<file path="config.mk">
export PLATFORM = sky130hd
export DESIGN_NAME = score_uart_tx
export DESIGN_NICKNAME = d
export VERILOG_FILES = /design/src/rtl/game_pkg.sv /design/src/rtl/uart_tx_byte.sv /design/src/rtl/score_uart_tx.sv
export SDC_FILE = /design/constraint.sdc
export NUM_CORES = 1
export LEC_CHECK = 0
export CAP_MARGIN = 25
export CORE_MARGIN = 4
export CORE_UTILIZATION = 57
export DETAILED_ROUTE_END_ITERATION = 6
export PLACE_DENSITY = 0.82
export SYNTH_ARGS = -nofsm -noshare
export SYNTH_HDL_FRONTEND = slang
export SYNTH_SLANG_ARGS = --single-unit
</file>
<file path="constraint.sdc">
create_clock -name clk -period 2.6 [get_ports clk]
set_clock_uncertainty 0.2 [all_clocks]
set_input_delay 0.26 -clock clk [delete_from_list [all_inputs] [get_ports clk]]
set_output_delay 0.26 -clock clk [all_outputs]
set_load 0.01 [all_outputs]
</file>
<file path="src/rtl/game_pkg.sv">
// Shared game constants: ASCII codes for the score line, UART defaults,
// the byte-FSM state type and the digit-to-ASCII helper.
package game_pkg;

    localparam int unsigned CLK_HZ      = 12_000_000;
    localparam int unsigned BAUD        = 115200;
    localparam int unsigned FRAME_BYTES = 9;

    localparam logic [7:0] ASCII_S  = 8'h53;
    localparam logic [7:0] ASCII_0  = 8'h30;
    localparam logic [7:0] ASCII_CR = 8'h0D;
    localparam logic [7:0] ASCII_LF = 8'h0A;
    localparam logic [7:0] ASCII_Q  = 8'h3F;

    typedef enum logic [1:0] {
        ST_IDLE,
        ST_START,
        ST_DATA,
        ST_STOP
    } byte_state_t;

    // BCD nibble to ASCII; non-decimal nibbles show as '?'
    function automatic logic [7:0] digit_ascii(input logic [3:0] d);
        return (d > 4'd9) ? ASCII_Q : (ASCII_0 + {4'h0, d});
    endfunction

endpackage

</file>
<file path="src/rtl/uart_tx_byte.sv">
// 8N1 byte serializer.
// Ports: clk, rst_n (async active-low), load (start byte `data`),
//        tx (serial out, idle high), busy (byte in flight),
//        byte_done (high during the last cycle of the stop bit, so the
//        caller can load the next byte with no idle gap).
module uart_tx_byte
    import game_pkg::*;
#(
    parameter int unsigned CLKS_PER_BIT = 104
) (
    input  logic       clk,
    input  logic       rst_n,
    input  logic       load,
    input  logic [7:0] data,
    output logic       tx,
    output logic       busy,
    output logic       byte_done
);

    localparam int unsigned CNT_W = (CLKS_PER_BIT > 1) ? $clog2(CLKS_PER_BIT) : 1;
    localparam logic [CNT_W-1:0] CNT_LAST = CNT_W'(CLKS_PER_BIT - 1);
    localparam logic [CNT_W-1:0] CNT_PRE  = CNT_W'(CLKS_PER_BIT - 2);

    byte_state_t      state;
    logic [CNT_W-1:0] cnt;
    logic [2:0]       bit_idx;
    logic [7:0]       shreg;

    // Byte FSM with baud and bit counters; all outputs registered
    always_ff @(posedge clk or negedge rst_n) begin
        if (!rst_n) begin
            state     <= ST_IDLE;
            cnt       <= '0;
            bit_idx   <= '0;
            shreg     <= '0;
            tx        <= 1'b1;
            busy      <= 1'b0;
            byte_done <= 1'b0;
        end else begin
            byte_done <= 1'b0;
            case (state)
                ST_IDLE: begin
                    if (load) begin
                        state   <= ST_START;
                        tx      <= 1'b0;
                        shreg   <= data;
                        cnt     <= '0;
                        bit_idx <= '0;
                        busy    <= 1'b1;
                    end
                end
                ST_START: begin
                    if (cnt == CNT_LAST) begin
                        cnt   <= '0;
                        state <= ST_DATA;
                        tx    <= shreg[0];
                    end else begin
                        cnt <= cnt + CNT_W'(1);
                    end
                end
                ST_DATA: begin
                    if (cnt == CNT_LAST) begin
                        cnt <= '0;
                        if (bit_idx == 3'd7) begin
                            state <= ST_STOP;
                            tx    <= 1'b1;
                        end else begin
                            bit_idx <= bit_idx + 3'd1;
                            shreg   <= {1'b0, shreg[7:1]};
                            tx      <= shreg[1];
                        end
                    end else begin
                        cnt <= cnt + CNT_W'(1);
                    end
                end
                ST_STOP: begin
                    // Flag one cycle early so byte_done lines up with the final stop cycle
                    if (cnt == CNT_PRE) begin
                        byte_done <= 1'b1;
                    end
                    if (cnt == CNT_LAST) begin
                        cnt <= '0;
                        if (load) begin
                            state   <= ST_START;
                            tx      <= 1'b0;
                            shreg   <= data;
                            bit_idx <= '0;
                        end else begin
                            state <= ST_IDLE;
                            busy  <= 1'b0;
                        end
                    end else begin
                        cnt <= cnt + CNT_W'(1);
                    end
                end
                default: begin
                    state <= ST_IDLE;
                    tx    <= 1'b1;
                    busy  <= 1'b0;
                end
            endcase
        end
    end

endmodule

</file>
<file path="src/rtl/score_uart_tx.sv">
// Sends the 6-digit BCD score as "S" + digits + CR + LF over 8N1 UART.
// Ports: clk, rst_n (async active-low), send (one-cycle request),
//        score_bcd (6 packed BCD digits, MSD first), busy (frame in flight),
//        done (pulse after the LF stop bit), tx (serial out, idle high).
module score_uart_tx
    import game_pkg::*;
#(
    parameter int unsigned CLKS_PER_BIT = CLK_HZ / BAUD
) (
    input  logic        clk,
    input  logic        rst_n,
    input  logic        send,
    input  logic [23:0] score_bcd,
    output logic        busy,
    output logic        done,
    output logic        tx
);

    localparam logic [3:0] IDX_LAST = 4'(FRAME_BYTES - 1);

    logic [23:0] score_q;
    logic [3:0]  idx;
    logic        byte_busy;
    logic        byte_done;
    logic        accept_c;
    logic        more_c;
    logic        load_c;
    logic [3:0]  next_idx_c;
    logic [7:0]  data_c;

    assign accept_c   = send && !busy && !byte_busy;
    assign more_c     = byte_done && busy && (idx < IDX_LAST);
    assign load_c     = accept_c || more_c;
    assign next_idx_c = accept_c ? 4'd0 : (idx + 4'd1);

    // Byte selected for the next load; index 0 never needs the latched score
    always_comb begin
        data_c = ASCII_S;
        case (next_idx_c)
            4'd0:    data_c = ASCII_S;
            4'd1:    data_c = digit_ascii(score_q[23:20]);
            4'd2:    data_c = digit_ascii(score_q[19:16]);
            4'd3:    data_c = digit_ascii(score_q[15:12]);
            4'd4:    data_c = digit_ascii(score_q[11:8]);
            4'd5:    data_c = digit_ascii(score_q[7:4]);
            4'd6:    data_c = digit_ascii(score_q[3:0]);
            4'd7:    data_c = ASCII_CR;
            4'd8:    data_c = ASCII_LF;
            default: data_c = ASCII_S;
        endcase
    end

    // Frame sequencer: score latch, byte index, busy/done
    always_ff @(posedge clk or negedge rst_n) begin
        if (!rst_n) begin
            score_q <= '0;
            idx     <= '0;
            busy    <= 1'b0;
            done    <= 1'b0;
        end else begin
            done <= 1'b0;
            if (accept_c) begin
                score_q <= score_bcd;
                idx     <= '0;
                busy    <= 1'b1;
            end else if (byte_done && busy) begin
                if (more_c) begin
                    idx <= idx + 4'd1;
                end else begin
                    busy <= 1'b0;
                    done <= 1'b1;
                end
            end
        end
    end

    uart_tx_byte #(
        .CLKS_PER_BIT(CLKS_PER_BIT)
    ) u_byte (
        .clk      (clk),
        .rst_n    (rst_n),
        .load     (load_c),
        .data     (data_c),
        .tx       (tx),
        .busy     (byte_busy),
        .byte_done(byte_done)
    );

endmodule

</file>
# Word level (Yosys, flattened, before mapping)
# Index checks and enable logic that the tools add are counted.
# Widths: inputs -> output; s select.
# word_totals
ff_bits	53
inputBits	27
output_inout_bits	3
wordCells	117
# op_classes
add_sub_neg	9
order_cmp	7
eq_ne	22
n_mux	49
n_reduce_logical	19
# op_table
operator	count
$mux 7	8
$pmux 7 s8	1
$add 6x4->7 const A	6
$mux 8	4
$gt 4x4->1 const B	6
$pmux 8 s3	1
$mux 1	17
$eq 4x3->1 const B	4
$mux 4	4
$eq 7x7->1 const B	2
$pmux 7 s2	1
$mux 3	4
$mux 2	5
$pmux 3 s3	1
$eq 4x2->1 const B	2
$ne 2x1->1 const B	4
$ne 2x2->1 const B	4
$pmux 2 s4	1
$reduce_and 4->1	2
$add 7x1->7 const B	1
$reduce_bool 2->1	3
$reduce_and 5->1	1
$add 4x1->4 const B	1
$eq 2x2->1 const B	2
16 further kinds	21

# Depth between registers and ports, before layout
# depth
ltp_word	9
depth_mapped	8
mapped_depth_nobuf	7

# Modules after synthesis
# Synthesis repeated with hierarchy kept, for this count alone.
# unflattened
cells_unflattened	339
area_unflattened_um2	3088.0
# by_module_without_submodules
mod	n_inst	cells_each	area_per_inst_um2	seq_area_each_um2
score_uart_tx	1	213	1736.7	750.7
uart_tx_byte	1	126	1351.3	576.8

# Least setup slack after synthesis
# OpenSTA, ideal clock, no wires.
# synth_path
path_type	reg-to-reg
from	register idx[0]
to	register u_byte.shreg[0]
setup_time_ns	0.130
t_arrival_ns	1.831
t_required_ns	2.270
slack_ns	0.439
path_stages_with_launch	8
n_path_buf	1
period_less_slack_ns	2.161
path_cell_list	dfrtp_1 > ha_1 > clkbuf_1 > nor4b_1 > a2111oi_2 > or3b_1 > nor3_1 > a31oi_1
# synth_via
elab_chain_cells	7
elab_cells_between_ends	17
classes_between	add/sub (1); order compare (1); eq/ne (8); mux (5); reduce/logical (2)
# synth_lines
item	line	source
from (decl)	score_uart_tx.sv:22	logic [3:0] idx;
from (signal assigned)	score_uart_tx.sv:68	idx <= idx + 4'd1;
$add 4x1->4	score_uart_tx.sv:34	assign next_idx_c = accept_c ? 4'd0 : (idx + 4'd1);
$mux 4	score_uart_tx.sv:34	
$eq 4x4->1, or another cell as far along	score_uart_tx.sv:39	case (next_idx_c)
$pmux 7 s8	score_uart_tx.sv:39	
$mux 8 (*)	uart_tx_byte.sv:43, uart_tx_byte.sv:83	
$mux 8	uart_tx_byte.sv:81	if (cnt == CNT_LAST) begin
$pmux 8 s3 (*)	uart_tx_byte.sv:41	case (state)
to (signal assigned)	uart_tx_byte.sv:46	shreg <= data;
to (signal assigned)	uart_tx_byte.sv:69	shreg <= {1'b0, shreg[7:1]};
to (signal assigned)	uart_tx_byte.sv:86	shreg <= data;
to (decl)	uart_tx_byte.sv:27	logic [7:0] shreg;
# Mark *: on every way between the ends. The rest lies on a longest branch, timed or not. The select of a mux whose other input is x is not followed.
# A chain may end at the register's enable or synchronous reset.

# Worst setup path in the final report
# layout_path
from	register u_byte.state[0]
to	register u_byte.shreg[0]
# layout_via
elab_chain_cells	3
elab_cells_between_ends	9
classes_between	eq/ne (5); mux (1); reduce/logical (3)
# layout_lines
item	line	source
from (decl)	uart_tx_byte.sv:24	byte_state_t state;
from (signal assigned)	uart_tx_byte.sv:32	state <= ST_IDLE;
from (signal assigned)	uart_tx_byte.sv:44	state <= ST_START;
from (signal assigned)	uart_tx_byte.sv:55	state <= ST_DATA;
$eq 2x2->1 / $logic_not 2->1 (equally long branches)	uart_tx_byte.sv:41	
$ne 2x2->1 (no source line), or another cell as far along	--	
$reduce_and 4->1 (no source line)	--	
# Several ways; a longest one is shown, not always the timed one.

==> impl_metrics.csv <==
group,metric,value,unit
yosys,synth_fp_nets,383,
yosys,ys.flop_type,"dfrtp_1",
cts,cts_setup_buffers,0,
cts,htreeDepth,2,
critical_path,crit_required,2.58,ns
yosys,async_reset_ff_frac,1.00,
power,p_leak,1.65,nW
yosys,ys_types,59,
sta,rsz0062_at_grt,"false",
finish,diodes,0,
critical_path,start_kind,"flip-flop",
job,drv_cap,0,
route,wl,6390,um
critical_path,crit_family,"compound AO/OA/AOI/OAI gates",
sta,worst_pin_slew,0.623,ns
finish,finalNetCount,419,
critical_path,crit_chain,"inv_1, ha_1, buf_4, nand2b_1, nor4_4, a31oi_2, mux2i_1, a31oi_1",
floorplan,start_util,0.588,
critical_path,cpMaxStageDelayCell,"a31oi_2",
grt,grt_antenna_before_repair,0,
yosys,synth_edf_count,0,
min_path,hold_class,"input pin to asynchronous set/reset pin",
cts,cts_buffers,5,
power,vdd_drop_max,0.382,mV
floorplan,dieHeight,80.6,um
cts,clock_latency,0.30,ns
grt,gr-total-overflow,0,
finish,area_growth,18.2,%
cts,cts.path.max_buffers,2,
finish,final_util,0.695,
status,status,"finished, final reports clean",
finish,final_cells,453,
floorplan,io_pins,30,
placed_design,place_congestion,0.967,
placed_design,portBuffers,29,
critical_path,crit_type,"flip-flop to flip-flop",
cts,tritoncts,"built",
sta,relSlewSlack,0.584,
yosys,syn_avg_cell_area,8.68,um^2
grt,grt_pass1_wl,10900,um
cts,cts_sinks,52,
critical_path,cp_max_fo,14,
yosys,seq_area_frac_synth,0.434,
power,pwr-share-clk,0.271,
yosys,syn_inst,346,
sta,setup_violations,0,
route,drt-initial-drc-count,141,
yosys,yosysWarnings,0,
route,route.detailed.drc,0,
sta,hold_violations,0,
route,ant_nets,0,
critical_path,slowest_delay,0.52,ns
floorplan,core_area,5110,um^2
power,p_seq_frac,0.553,
route,wl_per_cell,14.1,um
sta,period_needed,2.30,ns
route,drtPass1Iterations,5,
power,netSwitchingFraction,0.279,
sta,fmax,435,MHz
grt,grt_usage,0.212,
route,via_per_inst,5.74,
critical_path,crit_buf_inv,2,
route,num_vias,2598,
power,p_int,1.24,mW
sta,slew_viol_final,0,
finish,drive_gt1_frac,0.0966,
grt,grt_max_degree,53,
cts,clockRootBuffer,"clkbuf_8",
power,power.switching,481,uW
yosys,syn_area,3000,um^2
critical_path,arrival,2.28,ns
sta,min_period_over_period,0.883,
floorplan,die_area,6490,um^2
yosys,synth_seq_cells,52,
grt,grt_pass1_vias,2420,
sta,fin_setup_tns,0,ns
floorplan,rows,26,
placed_design,placed_cells,444,
floorplan,die_x,80.6,um
critical_path,endpoint_kind,"flip-flop",
power,pwr-share-comb,0.176,
power,powerDensity,485,nW/um^2
placed_design,hpwl,4800,um
cts,clk_pin_slew,0.09,ns
==> logic make-up after synthesis <==
group,count (synthesis),synth area share
xor gates and xnor gates,7,0.0204
adders and majority gates,10,0.0417
buffers and inverters,28,0.0392
muxes,7,0.0254
AOI/OAI and AO/OA,78,0.172
DFF,52,0.434
and+or+nand+nor,164,0.268
==> cell usage after synthesis (2+ instances only) <==
cell type   n  area share
nor4_1      4      0.0083
o21a_1      5       0.013
and3_1      5       0.010
o22ai_1     5       0.010
a211oi_1    3      0.0075
nor2b_1     4      0.0083
nor4b_1     2      0.0058
buf_2       3      0.0050
nand4_1     4      0.0083
or3_1       2      0.0042
xnor2_1     4       0.012
o21ai_0    19       0.032
ha_1       10       0.042
dfrtp_1    51        0.42
a2111oi_0   2      0.0058
inv_1      11       0.014
nor3b_2     2      0.0083
xor2_1      3      0.0088
o31ai_1     2      0.0050
nor2_1     17       0.021
a31oi_1     3      0.0063
a21oi_1    19       0.032
a21o_1      2      0.0050
mux2i_1     5       0.017
nand3_1     6       0.010
nor3_1     12       0.020
nand2_1    87        0.11
nor3b_1     2      0.0050
nand3b_1    2      0.0050
nand2b_1    6       0.013
a22o_1      4       0.012
nand4b_1    3      0.0088
buf_1       2      0.0025
clkbuf_1   10       0.013
==> state kept, by name, indices dropped and copies added (netlist names) <==
| signal | cells |
|---|---|
| score_q | 24 |
| u_byte.bit_idx | 3 |
| done | 1 |
| u_byte.shreg | 7 |
| u_byte.tx | 1 |
| u_byte.cnt | 7 |
| busy | 1 |
| u_byte.state | 2 |
| u_byte.busy | 1 |
| u_byte.byte_done | 1 |
| idx | 4 |
==> power groups by stage <==
stage / Sequential (mW) / Combinational [mW] / Clock (mW)
CTS: 0.950 / 0.302 / 0.483
detailed placement: 0.966 / 0.299 / 0
floorplan: 0.945 / 0.190 / 0
global placement: 0.962 / 0.295 / 0
global route: 0.962 / 0.340 / 0.512
finish: 0.953 / 0.303 / 0.467
==> metal layers <==
layer	vias to the layer above	GRT usage	share of wire
li1	1295	-	-
met1	1219	0.278	0.45
met2	68	0.358	0.49
met3	16	0.0359	0.038
met4	0	0.0642	0.018
met5	-	0	0
==> timing repair <==
item,CTS,global route
hold endpoints to repair,52,0
hold buffers,1,0
endpoints found under the setup margin,0,1
resized for setup,0,1
==> stage by stage <==
stage	hold slack, ns	instance area (um^2)	setup WS, ns	power, mW
after floorplan	-0.236	3000	0.439	1.14
after global placement	0.0695	3440	0.161	1.26
after detailed placement	0.0702	3440	0.102	1.26
after CTS	0.268	3540	0.272	1.73
after global routing	0.274	3550	0.0791	1.81
final	0.260	3550	0.304	1.72
==> cell usage in the layout, fill, tap and decap left out, types with 4 or more instances in the layout <==
cell type and instances:
dfrtp_1 51, nor2b_1 4, nand3_1 6, o21ai_0 19, mux2i_1 5, buf_4 15
and3_1 5, clkdlybuf4s50_1 28, nand2b_1 6, o22ai_1 5, a21oi_1 19, o21a_1 5
nand2_1 87, nor3_1 12, inv_1 11, nand4_1 4, a22o_1 4, nor2_1 17
nor4_1 4, clkbuf_8 6, ha_1 10
==> worst reg2reg max path, stage by stage, from the launching register on <==
cell	delay [ns]
dfrtp_1	0.38
inv_1	0.11
ha_1	0.25
buf_4	0.18
nand2b_1	0.12
nor4_4	0.05
a31oi_2	0.52
mux2i_1	0.29
a31oi_1	0.06
==> area by class of cell <==
class	count	area, um^2
Fill cell	413	1560
Clock inverter	2	10.0
Timing Repair Buffer	46	428
Clock buffer	6	82.6
Sequential cell	52	1300
Inverter	11	41.3
Tap cell	70	87.6
Multi-Input combinational cell	266	1600
==> worst paths after layout <==
| kind | startpoint | endpoint | slack [ns] | cells past startpoint |
|---|---|---|---|---|
| max in group asynchronous | rst_n | u_byte.tx$_DFFE_PN1P_ | 1.66 | 3 |
| min reg2reg | score_q[8]$_DFFE_PN0P_ | score_q[8]$_DFFE_PN0P_ | 0.29 | 2 |
| max | u_byte.state[0]$_DFFE_PN0P_ | u_byte.shreg[0]$_DFFE_PN0P_ | 0.30 | 8 |
| min | rst_n | u_byte.cnt[5]$_DFFE_PN0P_ | 0.26 | 3 |
| min in group clk | score_bcd[5] | score_q[5]$_DFFE_PN0P_ | 0.27 | 3 |
| max reg2reg | u_byte.state[0]$_DFFE_PN0P_ | u_byte.shreg[0]$_DFFE_PN0P_ | 0.30 | 8 |
Note: power is estimated with default switching activity, not from simulation.
